[src/rtl/mdu_sequencer.sv]
// Multi-cycle unsigned multiply/divide sequencer producing MIPS-style hi/lo.
// Iterates one bit per cycle through an external ALU on the alu_* ports.
module mdu_sequencer #(
  parameter int ITER = 32
) (
  input  logic        clk,
  input  logic        reset,
  input  logic        start,
  input  logic [1:0]  mdu_op,
  input  logic [31:0] a,
  input  logic [31:0] b,
  output logic        busy,
  output logic        done,
  output logic [31:0] hi,
  output logic [31:0] lo,
  output logic [31:0] alu_data1,
  output logic [31:0] alu_data2,
  output logic [2:0]  alu_op,
  input  logic [31:0] alu_result,
  input  logic [1:0]  alu_compare
);

  typedef enum logic [1:0] {IDLE, MUL, DIV, DONE} state_t;

  state_t      state_q, state_d;
  logic [4:0]  cnt_q, cnt_d;
  logic [31:0] acc_q, acc_d;
  logic [31:0] low_q, low_d;
  logic [31:0] opnd_q, opnd_d;
  logic [31:0] hi_q, hi_d;
  logic [31:0] lo_q, lo_d;

  logic [31:0] shifted;
  logic        carry;
  logic        lastIter;

  // acc holds P_hi / remainder, low holds P_lo / quotient, opnd holds mcand / dvsr.
  assign shifted  = {acc_q[30:0], low_q[31]};
  assign carry    = (alu_result < alu_data1);
  assign lastIter = (cnt_q == 5'(ITER - 1));

  always_ff @(posedge clk) begin
    if (!reset) begin
      state_q <= IDLE;
      cnt_q   <= '0;
      acc_q   <= '0;
      low_q   <= '0;
      opnd_q  <= '0;
      hi_q    <= '0;
      lo_q    <= '0;
    end else begin
      state_q <= state_d;
      cnt_q   <= cnt_d;
      acc_q   <= acc_d;
      low_q   <= low_d;
      opnd_q  <= opnd_d;
      hi_q    <= hi_d;
      lo_q    <= lo_d;
    end
  end

  always_comb begin
    state_d = state_q;
    cnt_d   = cnt_q;
    acc_d   = acc_q;
    low_d   = low_q;
    opnd_d  = opnd_q;
    hi_d    = hi_q;
    lo_d    = lo_q;
    case (state_q)
      IDLE: begin
        if (start && !mdu_op[1]) begin
          cnt_d = '0;
          if (!mdu_op[0]) begin
            opnd_d  = a;
            acc_d   = '0;
            low_d   = b;
            state_d = MUL;
          end else if (b != 32'd0) begin
            opnd_d  = b;
            acc_d   = '0;
            low_d   = a;
            state_d = DIV;
          end else begin
            hi_d    = a;
            lo_d    = 32'hFFFF_FFFF;
            state_d = DONE;
          end
        end
      end
      MUL: begin
        acc_d = {carry, alu_result[31:1]};
        low_d = {alu_result[0], low_q[31:1]};
        cnt_d = cnt_q + 5'd1;
        if (lastIter) begin
          hi_d    = acc_d;
          lo_d    = low_d;
          state_d = DONE;
        end
      end
      DIV: begin
        // With the shifted-out top bit set, the wrapped subtract is the true remainder.
        if (acc_q[31] || alu_compare != 2'b01) begin
          acc_d = alu_result;
          low_d = {low_q[30:0], 1'b1};
        end else begin
          acc_d = shifted;
          low_d = {low_q[30:0], 1'b0};
        end
        cnt_d = cnt_q + 5'd1;
        if (lastIter) begin
          hi_d    = acc_d;
          lo_d    = low_d;
          state_d = DONE;
        end
      end
      default: state_d = IDLE;
    endcase
  end

  always_comb begin
    busy      = 1'b0;
    done      = 1'b0;
    alu_data1 = '0;
    alu_data2 = '0;
    alu_op    = 3'b000;
    case (state_q)
      MUL: begin
        busy      = 1'b1;
        alu_data1 = acc_q;
        alu_data2 = low_q[0] ? opnd_q : 32'd0;
      end
      DIV: begin
        busy      = 1'b1;
        alu_op    = 3'b001;
        alu_data1 = shifted;
        alu_data2 = opnd_q;
      end
      DONE:    done = 1'b1;
      default: ;
    endcase
  end

  assign hi = hi_q;
  assign lo = lo_q;

endmodule

[config.mk]
export PLATFORM = sky130hd
export DESIGN_NAME = mdu_sequencer
export DESIGN_NICKNAME = d
export VERILOG_FILES = /design/src/rtl/mdu_sequencer.sv
export SDC_FILE = /design/constraint.sdc
export NUM_CORES = 1
export LEC_CHECK = 0
export CELL_PAD_IN_SITES_DETAIL_PLACEMENT = 1
export CELL_PAD_IN_SITES_GLOBAL_PLACEMENT = 1
export CORE_ASPECT_RATIO = 1.25
export CORE_MARGIN = 8
export CORE_UTILIZATION = 40
export DETAILED_ROUTE_END_ITERATION = 6
export PLACE_DENSITY = 0.95
export SYNTH_ARGS = -nofsm -noshare
export SYNTH_HDL_FRONTEND = slang
export SYNTH_SLANG_ARGS = --single-unit
[constraint.sdc]
create_clock -name clk -period 7.79 [get_ports clk]
set_input_delay 1.558 -clock clk [delete_from_list [all_inputs] [get_ports clk]]
set_output_delay 1.558 -clock clk [all_outputs]
set_load 0.05 [all_outputs]
==> results by group, run 1 <==
Clock tree
  • CTS HTree Levels: 4
  • # clock sinks: 167
  • Post-CTS Setup Inserts: 0
  • Number of buffers created by CTS: 17
  • Root Driver: clkbuf_16
  • Clock buffer depth: 2
  • CTS tree: done
  • Clk slew on worst S/H paths: 0.07 ns
  • Worst skew pair latency: 0.44 ns
  • # resized after CTS: 0
  • Hold buffer count at CTS: 0

Worst setup path
  • Critical path launch point: state_q[1]$_SDFFE_PN0P_
  • CP Data Arrival Time: 3.73 ns
  • Reg-to-reg slack, setup: 3.70 ns
  • Reg2reg start: state_q[1]$_SDFFE_PN0P_
  • Critical path startpoint category: register
  • Worst R2R Path Depth: 12
  • CP Data Required Time: 6.23 ns
  • Reg2reg end: hi[31]$_SDFFE_PN0P_
  • Crit path capture type: output port
  • Worst Path Max Fanout: 63
  • Crit Path Category: register to output port

Synth
  • Area leader, netlist: dfxtp_1
  • Yosys Warn Count: 0
  • #FFs+latches synth: 167
  • Number of flops mapped to enable cells by yosys: 0
  • Yosys top cell area share: 0.333
  • Syn Inst Count: 1249
  • Ys async rst share: 0
  • Post-Synth XOR/XNOR Area: 0
  • Largest cells by area after synthesis: dfxtp_1, nand2_1, mux2i_1
  • Synth unique cells: 49
  • Synthesized cell area: 0.0100 mm²
  • Simple-gate share of the synthesized area: 0.231
  • Adder-Cell Fraction of Synth Area: 0.0461
  • Post-synth top flop: dfxtp_1
  • Fraction of synthesized area in multiplexers: 0.101
  • Largest family of logic cells by synthesized area: compound AO/OA/AOI/OAI gates
  • Compound-Gate Fraction of Synth Area: 0.231
  • Sequential-to-total area share from yosys stat: 0.333
  • Mapped Avg Cell Area: 8.04 µm²

Routing
  • DRT Pass-1 Iters: 5
  • First DRT Iteration DRCs: 713
  • DR DRC count: 0
  • Wire per inst: 22.2 µm
  • DRT antenna net count: 0
  • Routed wire length: 38800 µm
  • Drt via density: 5.76
  • Routed vias: 10100

Cells and area
  • Ratio of cells with drive above 1 in the final layout: 0.0621
  • Fill cells: 2944
  • Most frequent cells in the layout: nand2_1, clkdlybuf4s50_1, dfxtp_1
  • Final nets: 1546
  • Area growth syn-to-layout: 31.1%
  • Finished Layout Cells: 1753
  • Storage element area: 0.00334 mm²
  • Most common cell after layout, fill and taps aside: nand2_1
  • Area of the multi-input gates: 0.00617 mm²
  • Final instance area: 0.0132 mm²
  • ANT cells: 0
  • Utilization of the core after routing: 0.527

Die
  • Die Width: 158 µm
  • IO Count: 236
  • Std cell rows: 65
  • Die footprint: 0.0305 mm²
  • Die Height: 193 µm
  • Core box area: 0.0250 mm²
  • Initial Utilization: 0.402

Timing
  • Final Critical Period: 5.29 ns
  • Final Hold Viols: 0
  • Max Slew Vio Count: 0
  • Slew of the pin with the lowest slew margin: 1.26 ns
  • Slew margin rel.: 0.158
  • Clock tree skew after final layout: 0.0119 ns
  • Hold_ws: 0.456 ns
  • RSZ-0062 raised after global routing: no
  • Final setup fails: 0
  • PnR worst setup slack: 2.50 ns
  • Fmax: 0.189 GHz
  • Total negative slack: 0 ns
  • Fin crit share: 0.679

Pwr
  • Power density cells: 239 mW/mm²
  • VDD IR max: 0.155 mV
  • P_leak: 5.30 nW
  • Design Power: 3.15 mW

GRT
  • First-pass GRT wire length: 59800 µm
  • Gr ovfl total: 0
  • GRT Resource Usage Total: 0.254
  • Vias in the first global route: 10700
  • Largest net degree at the start of global routing: 103
  • Initial antenna violation count: 0

Place
  • IO buf count: 233
  • Placed Area: 0.0125 mm²
  • RePlAce Congestion: 0.874
  • Placed wire-length estimate: 28200 µm
  • Setup WS pre-CTS: 2.32 ns
  • Placed insts: 1722

Outcome
  • Status: completed

Hold path
  • Hold path cells: 2
  • Hold WC Path Type: register to register
  • Hold Startpoint: hi[24]$_SDFFE_PN0P_
  • Hold Path End: hi[24]$_SDFFE_PN0P_

Flow run
  • Max-cap violations: 0
state kept, by name, summed over array words and instances, names as in the netlist:
name	cells
acc_q	32
cnt_q	5
hi	32
lo	32
low_q	32
opnd_q	32
state_q	2
how the worst max path moves through the flow:
stage                                   endpoint  depth (start not counted)  slack [ns]
after global placement    acc_q[31]$_SDFFE_PN0P_                          8        2.46
after floorplan                    alu_data1[10]                          7        3.83
after CTS                           alu_data1[0]                          6        2.55
after global routing                alu_data1[0]                          6        2.37
after detailed placement  acc_q[31]$_SDFFE_PN0P_                          8        2.32
final                               alu_data1[0]                          6        2.50
cells in the mapped netlist (2+ instances only):
cell      number
nor4_1         9
buf_4          3
buf_1         11
a22o_1        33
nor3b_1       33
a21oi_1       14
o211a_1       32
o221a_2        2
dfxtp_1      167
nor2b_1       36
a21boi_1      63
a31oi_1        2
o21ai_0       37
nor3_1         4
a221o_1       31
nand2b_1       2
and3_1         2
a21boi_0      33
ha_1          37
a21o_1         2
nand3_1       37
nand4_1        7
inv_1         35
buf_2         19
a211oi_1       2
and2_1        33
o211ai_1       2
mux2_2        31
clkbuf_1      74
o221ai_1       2
nor2_1       104
a22oi_1       34
nand2_1      235
mux2i_1       66
cell families after synthesis:
logic type | after synthesis
buffers and inverters | 144
AND/OR/NAND/NOR | 506
AO/OA/AOI/OAI | 297
adder cells (fa/ha/maj) | 37
other | 1
flip-flops | 167
multiplexers | 97
area by class of cell:
class,instances,area share
Inverter,37,0.0106
Sequential cell,167,0.254
Tap cell,335,0.0319
Multi-Input combinational cell,939,0.469
Timing Repair Buffer,244,0.183
Clock inverter,13,0.0191
Clock buffer,18,0.0326
per-layer routing:
metal,track usage,vias up,share of wire
li1,-,4676,-
met1,0.291,4988,0.40
met2,0.442,355,0.50
met3,0.0533,78,0.062
met4,0.120,0,0.038
met5,0,-,0
worst max-delay path, cell delays in order, from the launching register on:
cell,delay [ns]
dfxtp_1,0.37
inv_1,0.11
ha_2,0.68
buf_4,0.64
a22oi_1,0.40
nor2_1,0.21
clkdlybuf4s50_1,0.84
power by group:
group / internal [mW] / switching (mW) / total, mW
logic: 0.368 / 0.761 / 1.13
clock network: 0.632 / 0.368 / 1.00
registers: 0.953 / 0.0693 / 1.02
total: 1.95 / 1.20 / 3.15
No activity file was read; power rests on OpenSTA's default activity.
==> run 2: changes to the inputs <==
--- a/config.mk
+++ b/config.mk
@@ -9,9 +9,9 @@
 export CELL_PAD_IN_SITES_GLOBAL_PLACEMENT = 1
 export CORE_ASPECT_RATIO = 1.25
 export CORE_MARGIN = 8
-export CORE_UTILIZATION = 40
+export CORE_UTILIZATION = 37
 export DETAILED_ROUTE_END_ITERATION = 6
-export PLACE_DENSITY = 0.95
+export PLACE_DENSITY = 0.91
 export SYNTH_ARGS = -nofsm -noshare
 export SYNTH_HDL_FRONTEND = slang
 export SYNTH_SLANG_ARGS = --single-unit
==> constraint.sdc (replaced) <==
create_clock -name clk -period 5.1 [get_ports clk]
set_input_delay 1.02 -clock clk [delete_from_list [all_inputs] [get_ports clk]]
set_output_delay 1.02 -clock clk [all_outputs]
set_load 0.05 [all_outputs]
==> run 2 against run 1 <==
Final area increased by 2.3%. Via count grew 0.47%. Count of clock-buffer cells in the layout is 1 higher. Combinational power increased by 56%. Routed wire length rose by 2.5%. First-iteration DRC count fell by 1.1%. Power up 46%. Sequential power up 54%. Critical endpoint is now alu_data2[8]. Highest routed layer unchanged. Hold slack worse by 0.0023 ns. Sequential share of layout area down 0.56 points. Setup slack worse by 1.7 ns.
==> results by group, run 2 (synthesis gave the netlist of run 1 again) <==
Outcome
  • Status: completed

GRT
  • Initial antenna violation count: 1 (+1)
  • GRT Resource Usage Total: 0.236 (-0.0173)
  • First-pass GRT wire length: 61100 µm (+2.2%)
  • Gr ovfl total: 0 (unchanged)
  • Largest net degree at the start of global routing: 108 (+4.9%)
  • Vias in the first global route: 10500 (-1.5%)

Routing
  • DR DRC count: 0 (unchanged)
  • DRT Pass-1 Iters: 5 (unchanged)
  • Wl on met1: 16200 µm (+3.6%)
  • Routed vias: 10100 (+0.47%)
  • DR WL met2: 20000 µm (+3.1%)
  • First DRT Iteration DRCs: 705 (-1.1%)
  • Top layer in use: met4
  • Wire per inst: 22.4 µm (+1.3%)
  • Routed wire length: 39800 µm (+2.5%)
  • Routed wl met3: 2450 µm (+2.3%)
  • DRT antenna net count: 0 (unchanged)
  • Drt via density: 5.72 (-0.72%)

Timing
  • Fin crit share: 0.845
  • Total negative slack: 0 ns (unchanged)
  • Clock tree skew after final layout: 0.0148 ns (+0.00295 ns)
  • Slew of the pin with the lowest slew margin: 1.08 ns (-0.176 ns)
  • Hold_ws: 0.454 ns (-0.00229 ns)
  • Final Critical Period: 4.31 ns
  • Slew margin rel.: 0.277 (+0.119)
  • RSZ-0062 raised after global routing: no
  • Max Slew Vio Count: 0 (unchanged)
  • Fmax: 0.232 GHz
  • Final setup fails: 0 (unchanged)
  • Final Hold Viols: 0 (unchanged)

Worst setup path
  • Critical path startpoint category: register
  • Crit-path cells: inv_1, ha_2, buf_4, inv_2, buf_4, nor2_1, buf_4, and2_1, buf_12
  • Crit path capture type: output port
  • CP Data Required Time: 4.08 ns (-2.15 ns)
  • Critical path launch point: state_q[0]$_SDFFE_PN0P_
  • Critical path buffers and inverters: 6 (+3)
  • CP peak stage delay: 0.80 ns (-0.04 ns)
  • Reg2reg start: state_q[0]$_SDFFE_PN0P_
  • CP Data Arrival Time: 3.29 ns (-0.44 ns)
  • Slowest stage cell, crit path: buf_4
  • Most frequent cell on the critical path: buf_4
  • Crit Path Category: register to output port
  • Worst Path Max Fanout: 99 (+57%)
  • Largest delay share family, worst path: buffers and inverters

Cells and area
  • Area of the multi-input gates: 0.00617 mm² (unchanged)
  • Final nets: 1555 (+0.58%)
  • Storage element area: 0.00334 mm² (unchanged)
  • Fill cells: 3116 (+5.8%)
  • Area growth syn-to-layout: 34.0%
  • Ratio of cells with drive above 1 in the final layout: 0.0917 (+0.0297)
  • Most common cell after layout, fill and taps aside: nand2_1
  • Most frequent cells in the layout: nand2_1, clkdlybuf4s50_1, dfxtp_1

Hold path
  • Hold WC Path Type: register to register
  • Hold Startpoint: hi[30]$_SDFFE_PN0P_

Die
  • Die Width: 163 µm (+3.6%)
  • Core box area: 0.0267 mm² (+7.1%)
  • Initial Utilization: 0.375 (-0.0267)
  • Die Height: 200 µm (+3.6%)
  • IO Count: 236 (unchanged)
  • Die footprint: 0.0327 mm² (+7.3%)
  • Std cell rows: 67 (+3.1%)

Clock tree
  • Clk slew on worst S/H paths: 0.07 ns (about the same)
  • CTS HTree Levels: 4 (unchanged)
  • CTS tree: done
  • Number of buffers created by CTS: 17 (unchanged)
  • Worst skew pair latency: 0.44 ns (about the same)
  • Root Driver: clkbuf_16
  • Hold buffer count at CTS: 0 (unchanged)
  • Clock buffer depth: 2 (unchanged)
  • Post-CTS Setup Inserts: 0 (unchanged)
  • # resized after CTS: 0 (unchanged)
  • # clock sinks: 167 (unchanged)

Pwr
  • Part of the power in registers: 0.340 (+0.016)
  • Clock power frac: 0.279 (-0.038)
  • Switch Pwr: 1.87 mW (+56%)
  • VDD IR max: 0.270 mV (+74%)
  • P_leak: 5.44 nW (+2.6%)
  • Power density cells: 343 mW/mm² (+43%)
  • Switch share: 0.406 (+0.0253)
  • Int Pwr: 2.74 mW (+40%)
  • Power share of the combinational group: 0.382 (+0.024)

Place
  • RePlAce Congestion: 0.852 (-2.5%)
  • IO buf count: 233 (unchanged)
  • Placed wire-length estimate: 29700 µm (+5.3%)

Flow run
  • Max-cap violations: 0 (unchanged)
==> run 2: cell types whose count changed in the layout (fill, tap and decap cells not counted), sizes merged, moves of 3 or more <==
cell           change
clkdlybuf4s50     -32
bufinv             -6
inv                +3
buf               +41
clkinvlp           +4
==> run 2: metrics by stage <==
| step | setup WS (ns) | utilization | std cells | instance area [µm²] | total power, mW |
|---|---|---|---|---|---|
| after floorplan | 1.53 | - | 1250 | 10000 | 2.69 |
| after global placement | 1.22 | 0.482 | 1741 | 12900 | 3.27 |
| after detailed placement | 1.09 | 0.482 | 1741 | 12900 | 3.32 |
| after CTS | 0.845 | 0.503 | 1773 | 13500 | 4.61 |
| after global routing | 0.651 | 0.503 | 1774 | 13500 | 4.80 |
| final | 0.792 | 0.503 | 1774 | 13500 | 4.61 |
==> run 2: final cells by class <==
type,instances,area share
sequential,167,0.248
clock inverter,13,0.00902
timing repair buffer,253,0.208
inverter,37,0.0103
multi-input combinational,939,0.458
antenna,1,0.000186
clock buffer,19,0.0337
tap,345,0.0321
==> run 2: worst paths after layout <==
check	slack [ns]	to	cells past startpoint
worst max-delay path	0.79	alu_data2[8]	9
worst min-delay path	0.45	hi[30]$_SDFFE_PN0P_	2
worst max register to register	1.30	acc_q[31]$_SDFFE_PN0P_	12
worst min register to register	0.45	hi[30]$_SDFFE_PN0P_	2
==> run 2: per-layer routing <==
layer | vias to the layer above | GRT usage
met5 | - | 0
met4 | 0 | 0.0985
met3 | 65 | 0.0443
met2 | 365 | 0.402
met1 | 5011 | 0.285
li1 | 4703 | -
==> run 2: power by group through the flow <==
stage	clock [mW]	sequential [mW]	combinational, mW
6_report	1.28	1.57	1.76
5_1_grt	1.36	1.58	1.87
4_1_cts	1.30	1.56	1.75
3_5_place_dp	0	1.59	1.73
3_3_place_gp	0	1.58	1.69
2_1_floorplan	0	1.79	0.903
==> run 2: worst reg2reg max path: cells and delay by family (launching register included) <==
| family | cells | cell delay, ns |
|---|---|---|
| flip-flops | 1 | 0.36 |
| adder cells (fa/ha/maj) | 2 | 0.86 |
| buffers and inverters | 2 | 0.56 |
| AND/OR/NAND/NOR | 1 | 0.08 |
| AO/OA/AOI/OAI | 7 | 1.84 |
==> run 3: changes to the inputs <==
==> constraint.sdc (replaced) <==
create_clock -name clk -period 4.1 [get_ports clk]
set_input_delay 0.82 -clock clk [delete_from_list [all_inputs] [get_ports clk]]
set_output_delay 0.82 -clock clk [all_outputs]
set_load 0.05 [all_outputs]
==> run 3 against run 2 <==
Global-route usage grew 0.083 points. Setup slack lost 0.62 ns. Final cell count grew 0.23%. Via count shrank 0.86%. Non-clock buffer count grew 3. Sequential power grew 24%. Core utilization grew 0.65 points. Power grew 29%. Critical path depth shrank 1. Register-to-register slack lost 0.76 ns. Clock power grew 41%. Critical path type unchanged.
==> results by group, run 3 (synthesis gave the netlist of run 1 again) <==
Clock tree
  • Post-CTS Setup Inserts: 0 (unchanged)
  • # clock sinks: 167 (unchanged)
  • Clk slew on worst S/H paths: 0.06 ns (about the same)
  • Clock buffer depth: 2 (unchanged)
  • Root Driver: clkbuf_16
  • Worst skew pair latency: 0.44 ns (about the same)
  • # resized after CTS: 0 (unchanged)
  • Number of buffers created by CTS: 17 (unchanged)
  • Hold buffer count at CTS: 0 (unchanged)
  • CTS HTree Levels: 4 (unchanged)
  • CTS tree: done

Pwr
  • P_leak: 5.52 nW (+1.5%)
  • Design Power: 5.95 mW (+29%)
  • VDD IR max: 0.331 mV (+23%)
  • Power density cells: 437 mW/mm² (+27%)

GRT
  • Vias in the first global route: 10800 (+2.2%)
  • Initial antenna violation count: 1 (unchanged)
  • Largest net degree at the start of global routing: 99 (-8.3%)
  • GRT Resource Usage Total: 0.237 (+0.000829)
  • First-pass GRT wire length: 61000 µm (-0.11%)
  • Gr ovfl total: 0 (unchanged)

Place
  • IO buf count: 233 (unchanged)
  • Setup WS pre-CTS: 0.469 ns (-0.624 ns)
  • RePlAce Congestion: 0.855 (+0.43%)
  • Placed wire-length estimate: 29600 µm (-0.32%)

Worst setup path
  • Reg2reg start: state_q[1]$_SDFFE_PN0P_
  • Largest delay share family, worst path: buffers and inverters
  • Reg2reg end: hi[31]$_SDFFE_PN0P_
  • Worst Path Max Fanout: 35 (-65%)
  • Crit-path cells: inv_1, ha_2, buf_4, inv_2, nor2_1, buf_4, and2_1, buf_12
  • Critical path startpoint category: register
  • CP Data Required Time: 3.28 ns (-0.80 ns)
  • Reg-to-reg slack, setup: 0.54 ns (-0.76 ns)
  • Critical path launch point: state_q[1]$_SDFFE_PN0P_
  • CP Data Arrival Time: 3.11 ns (-0.18 ns)
  • Crit path capture type: output port
  • Slowest stage cell, crit path: ha_2
  • Crit Path Category: register to output port
  • Worst R2R Path Depth: 9 (-3)
  • Most frequent cell on the critical path: buf_4
  • Critical path buffers and inverters: 5 (-1)
  • CP peak stage delay: 0.80 ns (about the same)

Cells and area
  • Area growth syn-to-layout: 35.8%
  • Ratio of cells with drive above 1 in the final layout: 0.0937 (+0.00197)
  • Most common cell after layout, fill and taps aside: nand2_1
  • Most frequent cells in the layout: nand2_1, clkdlybuf4s50_1, dfxtp_1
  • Final nets: 1558 (+0.19%)

Routing
  • Routed vias: 10100 (-0.86%)
  • DRT antenna net count: 0 (unchanged)
  • DR DRC count: 0 (unchanged)
  • Routed wire length: 39300 µm (-1.2%)
  • DRT Pass-1 Iters: 5 (unchanged)
  • First DRT Iteration DRCs: 559 (-21%)
  • Drt via density: 5.66 (-1.1%)
  • Wire per inst: 22.1 µm (-1.4%)

Die
  • Die footprint: 0.0327 mm² (unchanged)
  • Die Height: 200 µm (unchanged)
  • Std cell rows: 67 (unchanged)
  • Die Width: 163 µm (unchanged)
  • Core box area: 0.0267 mm² (unchanged)
  • IO Count: 236 (unchanged)
  • Initial Utilization: 0.375 (unchanged)

Timing
  • Slew margin rel.: 0.404 (+0.127)
  • RSZ-0062 raised after global routing: no
  • Clock tree skew after final layout: 0.00841 ns (-0.00642 ns)
  • Final Hold Viols: 0 (unchanged)
  • Fmax: 0.254 GHz
  • Total negative slack: 0 ns (unchanged)
  • Fin crit share: 0.959
  • Final setup fails: 0 (unchanged)
  • PnR worst setup slack: 0.170 ns (-0.622 ns)
  • Max Slew Vio Count: 0 (unchanged)
  • Slew of the pin with the lowest slew margin: 0.893 ns (-0.191 ns)
  • Final Critical Period: 3.93 ns

Outcome
  • Status: completed

Flow run
  • Max-cap violations: 0 (unchanged)

Hold path
  • Hold WC Path Type: register to register
  • Hold Path End: hi[24]$_SDFFE_PN0P_
  • Hold path cells: 2 (unchanged)
  • Hold Startpoint: hi[24]$_SDFFE_PN0P_
run 3: worst max-delay path by stage:
| stage | end | slack, ns | cells after the start |
|---|---|---|---|
| after floorplan | hi[31]$_SDFFE_PN0P_ | 0.53 | 13 |
| after global placement | hi[10]$_SDFFE_PN0P_ | 0.65 | 8 |
| after detailed placement | hi[9]$_SDFFE_PN0P_ | 0.47 | 8 |
| after CTS | alu_data2[16] | 0.1 | 8 |
| after global routing | alu_data2[16] | 0.006 | 8 |
| final | alu_data2[4] | 0.17 | 8 |
run 3: final cells by class:
class | count | area (µm²)
fillers | 3092 | 13100
multi-input cells | 939 | 6170
flip-flops and latches | 167 | 3340
repair buffers | 256 | 2880
clock buffers | 20 | 467
well taps | 345 | 432
clock inverters | 11 | 194
inverters | 37 | 139
diodes | 3 | 7.51
run 3: tightest hold or removal path, stage by stage (launching register included):
cell	delay, ns
dfxtp_1	0.31
nand2_1	0.05
a21boi_1	0.05
run 3: metrics by stage:
step,utilization,instance area [µm²],hold slack [ns],std cells
floorplan,-,10000,0.444,1250
finish,0.510,13600,0.464,1778
CTS,0.509,13600,0.466,1775
global route,0.510,13600,0.489,1777
detailed placement,0.485,13000,0.449,1744
global placement,0.485,13000,0.443,1744
run 3: metal layers:
metal	wire, µm	global-route usage
met5	0	0
met4	1510	0.105
met1	15800	0.267
met3	2500	0.0560
met2	19500	0.414
run 3: where the power goes:
group	internal (mW)	total, mW	leakage (nW)	switching (mW)
Clock	1.13	1.81	0.322	0.685
Sequential	1.81	1.95	1.36	0.135
Combinational	0.752	2.19	3.84	1.44
==> RTL change (config.mk and constraints of run 2) <==
Re-encode `state_t` (4 states) as one-hot, 4 bits wide.
--- a/src/rtl/mdu_sequencer.sv
+++ b/src/rtl/mdu_sequencer.sv
@@ -22,3 +22,3 @@
 
-  typedef enum logic [1:0] {IDLE, MUL, DIV, DONE} state_t;
+  typedef enum logic [3:0] {IDLE = 4'b0001, MUL = 4'b0010, DIV = 4'b0100, DONE = 4'b1000} state_t;
 
Behaviour: no difference found for any inputs over 4 cycles, from zero or initial values and one cycle with reset low; so few cycles prove little.
==> RTL change against run 2 <==
- worst setup slack improved by 120 ps
- cell area shrank 4.3%
- highest routed layer is now met5
- largest cell class unchanged
- synthesized area is 5.8% lower
- sequential cell count rose by 2
- final cell count fell by 11%
- clock skew fell by 1.9 ps
- global-route usage fell by 0.76 points
- die area is 5.3% lower
- wire length fell by 8.0%
Power is not compared: it rests on default switching activity, and its combinational part moved more than twofold at a synthesized area within 25%.
==> RTL change: results (changes against run 2) <==
crit_start: "state_q[2]"
grt_pass1_vias: 9845  # -6.6%
synthMuxAreaShare: 0.106  # +0.00509
critPathCapture: "alu_data1[30]"
synthTopCellsByCount: "dfxtp_1 (169), nand2_1 (141), a21oi_1 (107)"
dp_cells: 1544  # -11%
synth.distinct_cells: 53  # +8.2%
outcome: "complete, no violations"
num-nets-final: 1364  # -12%
routed_wl_mm: 36.6  # -8.0%
regToRegSetupSlack_ps: 1200  # -100 ps
cp_max_fo: 22  # -78%
syn_avg_cell_area_um2: 9.03  # +12%
place_area_mm2: 0.0123  # -4.7%
yosys-top-cells-area: "dfxtp_1 (36%), o211a_1 (10%), mux2i_1 (6.9%), a21oi_1 (5.7%), nand2_1 (5.6%)"
synthXorXnorAreaFrac: 0.00185  # +0.00185
drive_gt1_frac: 0.131  # +0.0388
grt_pass1_wl_mm: 56.8  # -7.0%
dr.first_iter.drc_count: 494  # -30%
yosysSeqAreaShare: 0.358  # +0.0246
reg2reg_from: "state_q[1]"
finalNonFillerCells: 1582  # -11%
skew_ps: 13.0  # -1.87 ps
first_pass_iters: 6  # +1
dp_hpwl_mm: 27.2  # -8.5%
gp_congestion: 0.831  # -2.5%
r2r-end: "hi[31]"
synth-compound-area-share: 0.297  # +0.0653
worst_pin_slew_ps: 1130  # +46.6 ps
worst_slack_ps: 917  # +125 ps
port_buffers: 233  # unchanged
cts_buffers: 17  # unchanged
vias: 9099  # -10%
r2r_cells: 9  # -3
track_usage: 0.229  # -0.00764
arrival_ps: 3160  # -130 ps
antenna_found_initial: 8  # +7
yosys.area_share.adder: 0.0436  # -0.00247
grt_max_degree: 92  # -15%
## RTL change: changes by cell type after synthesis, sizes merged, moves of 32 or more
| cell | run 2 | this run |
|---|---|---|
| a21boi | 96 | 2 |
| a21oi | 15 | 109 |
| clkbuf | 74 | 41 |
| nand2 | 235 | 141 |
| nand3 | 37 | 4 |
| nor2 | 104 | 14 |
| nor3b | 34 | 1 |
| o211a | 32 | 95 |
| o221a | 2 | 34 |
## RTL change: cell families (layout without fill, tap and decap cells)
family	Yosys count	in the layout
and+or+nand+nor	257	257
DFF	169	169
adders and majority gates	33	33
other	1	8
xor gates and xnor gates	2	2
muxes	96	96
buffers and inverters	125	317
AOI/OAI and AO/OA	365	365
## RTL change: worst max-delay path: stages, from the launching register on
cell and delay (ps):
dfxtp_1 550, and2b_4 250, nand2_1 100, inv_2 380, buf_4 360, a22oi_1 170, inv_1 100, clkdlybuf4s50_1 820
## RTL change: worst min path at each step
stage                          start          to  slack [ps]  cells after the start
after CTS                  opnd_q[1]   opnd_q[1]         500                      1
final                     opnd_q[29]  opnd_q[29]         500                      1
after global placement    opnd_q[27]  opnd_q[27]         470                      1
after global routing          hi[15]      hi[15]         510                      1
after floorplan             low_q[0]    low_q[0]         450                      2
after detailed placement   opnd_q[1]   opnd_q[1]         480                      1
## RTL change: cell type report
| cell class | instances | area (um2) |
|---|---|---|
| Tap cell | 335 | 419 |
| Sequential cell | 169 | 3380 |
| Clock buffer | 18 | 439 |
| Fill cell | 2864 | 12300 |
| Antenna cell | 6 | 15.0 |
| Multi-Input combinational cell | 755 | 5540 |
| Inverter | 34 | 128 |
| Clock inverter | 14 | 148 |
| Timing Repair Buffer | 251 | 2810 |
## RTL change: stage by stage
step | hold slack [ps] | total power [mW]
floorplan | 449 | 1.66
global placement | 472 | 1.82
detailed placement | 482 | 1.84
CTS | 499 | 3.14
global route | 512 | 3.23
finish | 496 | 3.11
## RTL change: power breakdown
group          total (mW)  switching (mW)  internal (mW)
clock network        1.30           0.631          0.670
logic               0.411           0.215          0.196
registers            1.40          0.0338           1.36
## RTL change: routing by layer
layer  vias up  routed length [um]  track usage
met5         -                  10            0
met2       278               18700        0.403
met1      4520               14800        0.260
met4         2                1510        0.116
li1       4225                   -            -
met3        74                1580       0.0429
